$ cat config.mk
export PLATFORM = sky130hd
export DESIGN_NAME = instruction_fetch_unit
export DESIGN_NICKNAME = d
export VERILOG_FILES = /design/src/rtl/instruction_fetch_unit.sv
export SDC_FILE = /design/constraint.sdc
export NUM_CORES = 1
export LEC_CHECK = 0
export CAP_MARGIN = 20
export CORE_UTILIZATION = 53
export DETAILED_ROUTE_END_ITERATION = 7
export PLACE_DENSITY = 0.82
export RECOVER_POWER = 100
export SYNTH_ARGS = -nofsm -noshare
export SYNTH_HDL_FRONTEND = slang
export SYNTH_SLANG_ARGS = --single-unit
$ cat constraint.sdc
create_clock -name CLK -period 2.7 [get_ports CLK]
set_input_delay 0.27 -clock CLK [delete_from_list [all_inputs] [get_ports CLK]]
set_output_delay 0.27 -clock CLK [all_outputs]
set_load 0.03 [all_outputs]
$ cat src/rtl/instruction_fetch_unit.sv
// RV32IM fetch stage: owns the PC, issues word reads to instruction memory and fills IF/ID.
// A one-entry buffer absorbs a fetch that completes under a stall; DISCARD drains a redirected in-flight read.
module instruction_fetch_unit #(
  parameter logic [31:0] RESET_PC  = 32'h0000_0000,
  parameter logic [31:0] NOP_INSTR = 32'h0000_0013
) (
  input  logic        CLK,
  input  logic        RESET,
  input  logic        STALL,
  input  logic        BRANCH_TAKEN,
  input  logic [31:0] BRANCH_TARGET,
  output logic [31:0] IMEM_ADDR,
  output logic        IMEM_READ,
  input  logic [31:0] IMEM_DATA,
  input  logic        IMEM_BUSYWAIT,
  output logic [31:0] ID_INSTR,
  output logic [31:0] ID_PC,
  output logic [31:0] ID_PC4,
  output logic        ID_VALID
);

  typedef enum logic [1:0] {FETCH, BUFFERED, DISCARD} state_t;

  state_t      state_q, state_d;
  logic [31:0] pc_q, pc_d;
  logic        read_q, read_d;
  logic [31:0] id_instr_q, id_instr_d;
  logic [31:0] id_pc_q, id_pc_d;
  logic [31:0] id_pc4_q, id_pc4_d;
  logic        id_valid_q, id_valid_d;
  logic [31:0] buf_instr_q, buf_instr_d;
  logic [31:0] buf_pc_q, buf_pc_d;
  logic [31:0] redirect_pc_q, redirect_pc_d;

  logic        complete;
  logic [31:0] pc_plus4;

  assign complete = read_q & ~IMEM_BUSYWAIT;
  assign pc_plus4 = pc_q + 32'd4;

  always_comb begin
    state_d       = state_q;
    pc_d          = pc_q;
    read_d        = read_q;
    id_instr_d    = id_instr_q;
    id_pc_d       = id_pc_q;
    id_pc4_d      = id_pc4_q;
    id_valid_d    = id_valid_q;
    buf_instr_d   = buf_instr_q;
    buf_pc_d      = buf_pc_q;
    redirect_pc_d = redirect_pc_q;

    if (BRANCH_TAKEN) begin
      id_instr_d = NOP_INSTR;
      id_valid_d = 1'b0;
      // An in-flight busy read must finish at its own address before the PC may move.
      if (!IMEM_BUSYWAIT || !read_q) begin
        pc_d    = {BRANCH_TARGET[31:2], 2'b00};
        read_d  = 1'b1;
        state_d = FETCH;
      end else begin
        redirect_pc_d = {BRANCH_TARGET[31:2], 2'b00};
        state_d       = DISCARD;
      end
    end else begin
      case (state_q)
        FETCH: begin
          read_d = 1'b1;
          if (complete) begin
            pc_d = pc_plus4;
            if (STALL) begin
              buf_instr_d = IMEM_DATA;
              buf_pc_d    = pc_q;
              read_d      = 1'b0;
              state_d     = BUFFERED;
            end else begin
              id_instr_d = IMEM_DATA;
              id_pc_d    = pc_q;
              id_pc4_d   = pc_plus4;
              id_valid_d = 1'b1;
            end
          end else if (!STALL) begin
            id_valid_d = 1'b0;
          end
        end
        BUFFERED: begin
          if (!STALL) begin
            id_instr_d = buf_instr_q;
            id_pc_d    = buf_pc_q;
            id_pc4_d   = buf_pc_q + 32'd4;
            id_valid_d = 1'b1;
            read_d     = 1'b1;
            state_d    = FETCH;
          end
        end
        DISCARD: begin
          if (complete) begin
            pc_d    = redirect_pc_q;
            state_d = FETCH;
          end
        end
        default: state_d = FETCH;
      endcase
    end
  end

  always_ff @(posedge CLK) begin
    if (RESET) begin
      state_q       <= FETCH;
      pc_q          <= RESET_PC;
      read_q        <= 1'b0;
      id_instr_q    <= NOP_INSTR;
      id_pc_q       <= 32'd0;
      id_pc4_q      <= 32'd0;
      id_valid_q    <= 1'b0;
      buf_instr_q   <= NOP_INSTR;
      buf_pc_q      <= 32'd0;
      redirect_pc_q <= RESET_PC;
    end else begin
      state_q       <= state_d;
      pc_q          <= pc_d;
      read_q        <= read_d;
      id_instr_q    <= id_instr_d;
      id_pc_q       <= id_pc_d;
      id_pc4_q      <= id_pc4_d;
      id_valid_q    <= id_valid_d;
      buf_instr_q   <= buf_instr_d;
      buf_pc_q      <= buf_pc_d;
      redirect_pc_q <= redirect_pc_d;
    end
  end

  assign IMEM_ADDR = pc_q;
  assign IMEM_READ = read_q;
  assign ID_INSTR  = id_instr_q;
  assign ID_PC     = id_pc_q;
  assign ID_PC4    = id_pc4_q;
  assign ID_VALID  = id_valid_q;

endmodule
* Yosys cells after proc, flatten, opt, wreduce, memory -nomap -nowiden *
Index checks and enable logic that the tools add are counted.

word-level totals
  register bits after elaboration = 226
  bits in latches = 0
  RAM bits = 0
  memory bits (read-only) = 0
  memories = 0

cells by class
  $add $sub $neg = 2
  multiply operators = 0
  divide/modulo/power cells = 0
  $lt $le $gt $ge = 0
  eq/ne operators = 11
  shift-type cells = 0
  multiplexer cells = 34
  bitwise gates (word level) = 4
  reduce and logical (&&, ||, !) cells = 16

operator list
  operator               count
  $mux 32                13
  $pmux 32 s2            4
  $add 32x3->32 const B  2
  $reduce_and 4->1       4
  $ne 3x3->1 const B     5
  $mux 2                 6
  $mux 1                 8
  $ne 2x2->1 const B     3
  $pmux 2 s3             1
  $reduce_bool 3->1      2
  $reduce_and 5->1       1
  $pmux 1 s2             2
  $reduce_and 2->1       2
  $not 1->1              3
  $reduce_and 3->1       1
  $eq 2x1->1 const B     1
  $eq 2x2->1 const B     1
  $logic_not 1->1        2
  $logic_not 2->1        1
  $ne 2x1->1 const B     1
  $reduce_bool 2->1      1
  $reduce_or 2->1        1
  $and 1x1->1            1
  $logic_or 1x1->1       1

* Longest topological paths before layout *
Gate-level depths: netlist (run 1).

  word-level depth = 5
  mapped depth = 7
  gate-level depth less buffers = 6

* Worst setup path before layout (run 1) *
Ideal clock, no wire load.

  kind = reg2reg
  from = register pc_q[2], in the netlist IMEM_ADDR[2]
  to = register pc_q[28], in the netlist IMEM_ADDR[28]
  setup time = 0.131 ns
  arrival time = 2.427 ns
  slack = 0.143 ns
  stages on the path, launching flop included = 7
  buffers on the path = 0
  clock period less this slack = 2.557 ns
  path through = dfxtp_1 -> ha_1 -> nand2_1 -> or4_1 -> or4_4 -> xor2_1 -> o22ai_1

between the ends
  cells in the longest elaborated chain, start to end = 4

ends and longest elaborated chain
  what                      line  RTL
  start: declaration        25    logic [31:0] pc_q, pc_d;
  start signal: assignment  121   pc_q <= pc_d;
  $add 32x3->32             39    assign pc_plus4 = pc_q + 32'd4;
  $mux 32                   69    if (complete) begin
  $pmux 32 s2               66    case (state_q)
  $mux 32                   53    if (BRANCH_TAKEN) begin

No other way between the ends. The select of a mux whose other input is x is not followed.
A chain may end at the register's enable or synchronous reset.

* Worst setup path in the final report (run 1) *
  from = register pc_q[17], in the netlist IMEM_ADDR[17]
  to = register pc_q[28], in the netlist IMEM_ADDR[28]

Same word-level chain as after synthesis.

==> metrics.csv, run 1 <==
stage,metric,value,unit
status,status,"finished, final reports clean",
global_route,grt ovf,0,
placement,gpl congestion,0.8902,
placement,dpl cells,1786,
routing,routed len/inst,18.09,um
power_and_ir_drop,switching power,0.002137,W
logic_synthesis,Synth Register Bits,218,
setup_path,Crit Reg-Reg Endpoint,IMEM_ADDR[28]$_SDFFE_PP0P_,
cells_and_area,fraction of layout cells with a size suffix above 1,0.06833,
global_route,first-pass GRT wire length,52410,um
setup_path,startpoint types,flip-flop,
sta,RSZ-0062 raised after global routing,false,
power_and_ir_drop,Clk pwr share,0.426,
floorplan,Die X,142.4,um
power_and_ir_drop,switching share of power,0.2676,
routing,DR pass1 iterations,5,
setup_path,slowest CP cell,or4_1,
hold_path,Hold Crit Start,RESET,
logic_synthesis,Post-Syn Instances,1400,
sta,"Slew Viols, Final",0,
logic_synthesis,Unique masters post-synth,68,
cells_and_area,Fill cells,1576,
sta,fmax,394.2,MHz
setup_path,maximum fanout along the worst path,8,
cells_and_area,layout overhead on the synthesized area,28.62,%
logic_synthesis,most frequent cell after synthesis,nand2_1,
floorplan,Initial Util,0.5495,
logic_synthesis,"Cell Area, Synth",10450,sq um
setup_path,r2r setup slk,160,ps
placement,detailed placement HPWL,22410,um
hold_path,Hold WC Path Type,primary input to flip-flop,
power_and_ir_drop,logic gate share of total power,0.140,
floorplan,Ports,199,
setup_path,"CP delay by family, top",simple AND/OR/NAND/NOR gates,
setup_path,WP buf/inv,0,
sta,Hold Fails Final Rpt,0,
clock_network,Num CTS Buffers,24,
global_route,initial antenna violation count,1,
routing,residual DRC count,0,
power_and_ir_drop,sequential power share,0.434,
floorplan,die extent in y,142.4,um
setup_path,Crit path top cell by count,or4_1,
logic_synthesis,post-synth top area share,0.4176,
power_and_ir_drop,Leak Pwr,4.878,nW
run,maximum capacitance violations,0,
power_and_ir_drop,P_int,0.005850,W
clock_network,"Setup Fix Bufs, Post-CTS",0,
placement,Port Buf Inserts,190,
clock_network,Clock Latency Late Sink,520,ps
clock_network,clock tree buffer depth,3,
placement,Post-Place Cell Area,12720,sq um
power_and_ir_drop,peak supply drop,0.4514,mV
clock_network,post-cts repair resize count,0,
setup_path,Worst path max stage delay,690,ps
clock_network,CTS tree,done,
setup_path,endpoint class of the critical path,flip-flop,
clock_network,Max H-tree Level,1,
global_route,vias in the first global route,10010,
floorplan,die area,20280,sq um
routing,Routed WL,33050,um
hold_path,WHS Path Cells,2,
sta,Slew HR,0.1473,
logic_synthesis,synth cell count leaders,"390 x nand2_1, 218 x dfxtp_1, 130 x a21oi_1",
routing,Antenna Violating Nets Remaining,0,
routing,DR iter-0 viols,1047,
global_route,largest net degree at the start of global routing,73,
logic_synthesis,synth warn,0,
routing,total number of vias,10870,
clock_network,hold-fix buffers at CTS,0,
clock_network,clk sinks,218,
setup_path,ordered cell list for the critical path,"nand2_1, or4_1, or4_1, xor2_1, o22ai_1",
setup_path,Setup crit start,IMEM_ADDR[17]$_SDFFE_PP0P_,
sta,Setup WS post-layout,163.2,ps
setup_path,CP Data Required Time,3090,ps
logic_synthesis,ranking of synthesized cells by area,"dfxtp_1 42%, nand2_1 14%, a21oi_1 6.2%",
sta,Final TNS setup,0,ps
cells_and_area,Final Net Count,1623,
clock_network,"Reg clk slew, reported paths",60,ps
placement,dpl ws,300.8,ps
floorplan,floorplan core area,19020,sq um
sta,Setup Skew,12.21,ps
logic_synthesis,Post-synth EDFFs,0,
cells_and_area,Layout Utilization,0.7068,
logic_synthesis,"Primary FF master, synth",dfxtp_1,
global_route,gr usage total,0.3224,
clock_network,Root Buffer,clkbuf_16,
sta,setup violators final,0,
setup_path,worst reg2reg path depth,5,
setup_path,Crit Path Category,flip-flop to flip-flop,
setup_path,critical path data arrival time,2920,ps
routing,via/cell ratio,5.947,
cells_and_area,Final Non-Filler Cells,1827,
power_and_ir_drop,Power Density,594.2,nW/um^2
setup_path,worst reg2reg path startpoint,IMEM_ADDR[17]$_SDFFE_PP0P_,
sta,fin crit share,0.9395,
logic_synthesis,top cell type by total area after synthesis,dfxtp_1,
sta,Final Critical Period,2537,ps
logic_synthesis,post-synthesis sequential area ratio,0.4176,
sta,worst-margin pin slew,1279,ps
cells_and_area,Post-Layout Inst Area,13440,sq um
logic_synthesis,Mean Syn Cell Area,7.465,sq um
hold_path,Hold Crit Endpoint,redirect_pc_q[20]$_SDFFE_PP0P_,
floorplan,Cell Rows,50,
logic_synthesis,Synth async-reset ratio,0,
-- final cells by class --
cell class / count / area (sq um) / area share
antenna: 1 / 2.502 / 0.0001862
clock buffer: 34 / 709.4 / 0.05277
clock inverter: 6 / 105.1 / 0.007818
inverter: 14 / 52.55 / 0.003909
multi-input combinational: 1045 / 5530 / 0.4114
sequential: 218 / 4364 / 0.3246
tap: 260 / 325.3 / 0.02420
timing repair buffer: 249 / 2354 / 0.1751
-- cells by family after synthesis --
group,after synthesis,synth area share
multiplexers,5,0.004789
AND/OR/NAND/NOR,665,0.2818
XOR/XNOR,35,0.02933
other,1,0.0003588
buffers and inverters,142,0.05543
adder cells (fa/ha/maj),2,0.002394
flip-flops,218,0.4176
AO/OA/AOI/OAI,332,0.2083
-- how the worst max path moves through the flow --
stage,endpoint,slack [ps],cells after the start
finish,IMEM_ADDR[28]$_SDFFE_PP0P_,160,5
global route,IMEM_ADDR[28]$_SDFFE_PP0P_,100,5
CTS,IMEM_ADDR[28]$_SDFFE_PP0P_,290,6
detailed placement,IMEM_ADDR[28]$_SDFFE_PP0P_,300,6
global placement,IMEM_ADDR[28]$_SDFFE_PP0P_,360,6
floorplan,IMEM_ADDR[28]$_SDFFE_PP0P_,140,6
-- registers in the layout (all words and copies together), names as in the netlist --
name / count
redirect_pc_q: 30
buf_instr_q: 32
state_q: 2
IMEM_ADDR: 30
ID_INSTR: 32
ID_VALID: 1
ID_PC: 30
IMEM_READ: 1
buf_pc_q: 30
ID_PC4: 30
-- worst reg2reg max path, delay by kind of cell, from the launching register on --
kind	cells	cell delay (ps)
compound gates	1	140
xor+xnor	1	290
flops	1	560
simple gates	3	1430
-- power by group through the flow --
| stage | Combinational (W) | Sequential (W) | Clock [W] |
|---|---|---|---|
| 2_1_floorplan | 0.000521 | 0.00365 | 0 |
| 3_3_place_gp | 0.00112 | 0.00353 | 0 |
| 3_5_place_dp | 0.00114 | 0.00353 | 0 |
| 4_1_cts | 0.00115 | 0.00347 | 0.00342 |
| 5_1_grt | 0.00120 | 0.00348 | 0.00355 |
| 6_report | 0.00112 | 0.00347 | 0.00340 |
-- metrics by stage --
| stage | hold slack [ps] | power [W] |
|---|---|---|
| finish | 287.2 | 0.007988 |
| floorplan | 394.2 | 0.004168 |
| detailed placement | 443.2 | 0.004674 |
| global route | 291.3 | 0.008235 |
| global placement | 437.2 | 0.004651 |
| CTS | 259.8 | 0.008032 |
-- placed cells by master (no fill, tap or decap), drive strengths merged, types with 4 or more instances in the layout --
| master | instances |
|---|---|
| nand2 | 390 |
| dfxtp | 218 |
| a21oi | 130 |
| dlygate4sd3 | 124 |
| nor2 | 106 |
| a311oi | 64 |
| clkdlybuf4s50 | 64 |
| buf | 49 |
| o21ai | 46 |
| clkbuf | 46 |
| nand3 | 40 |
| nor3 | 32 |
| nor4 | 23 |
| xor2 | 20 |
| a211oi | 20 |
| o211ai | 20 |
| nand4 | 20 |
| xnor2 | 15 |
| and3 | 14 |
| inv | 12 |
| a31oi | 10 |
| and4 | 8 |
| o31a | 7 |
| or3 | 6 |
| conb | 6 |
| nand2b | 6 |
| or4 | 6 |
| mux2i | 5 |
| clkinv | 5 |
| o221ai | 4 |
| o32ai | 4 |
| a21o | 4 |
| nor2b | 4 |
-- metal layers --
| layer | routed length, um | track usage | share of wire |
|---|---|---|---|
| met4 | 1055 | 0.1222 | 0.032 |
| met3 | 3334 | 0.05518 | 0.10 |
| met1 | 13590 | 0.4386 | 0.41 |
| met2 | 15070 | 0.5095 | 0.46 |
| met5 | 0 | 0 | 0 |
No activity file was read; power rests on OpenSTA's default activity.
==> inputs of run 2 (changes only) <==
- ABC_CLOCK_PERIOD_IN_PS: unset -> 2700
==> results of run 2 <==
Same layout as run 1: the final DEF is identical, and so are final timing and power.
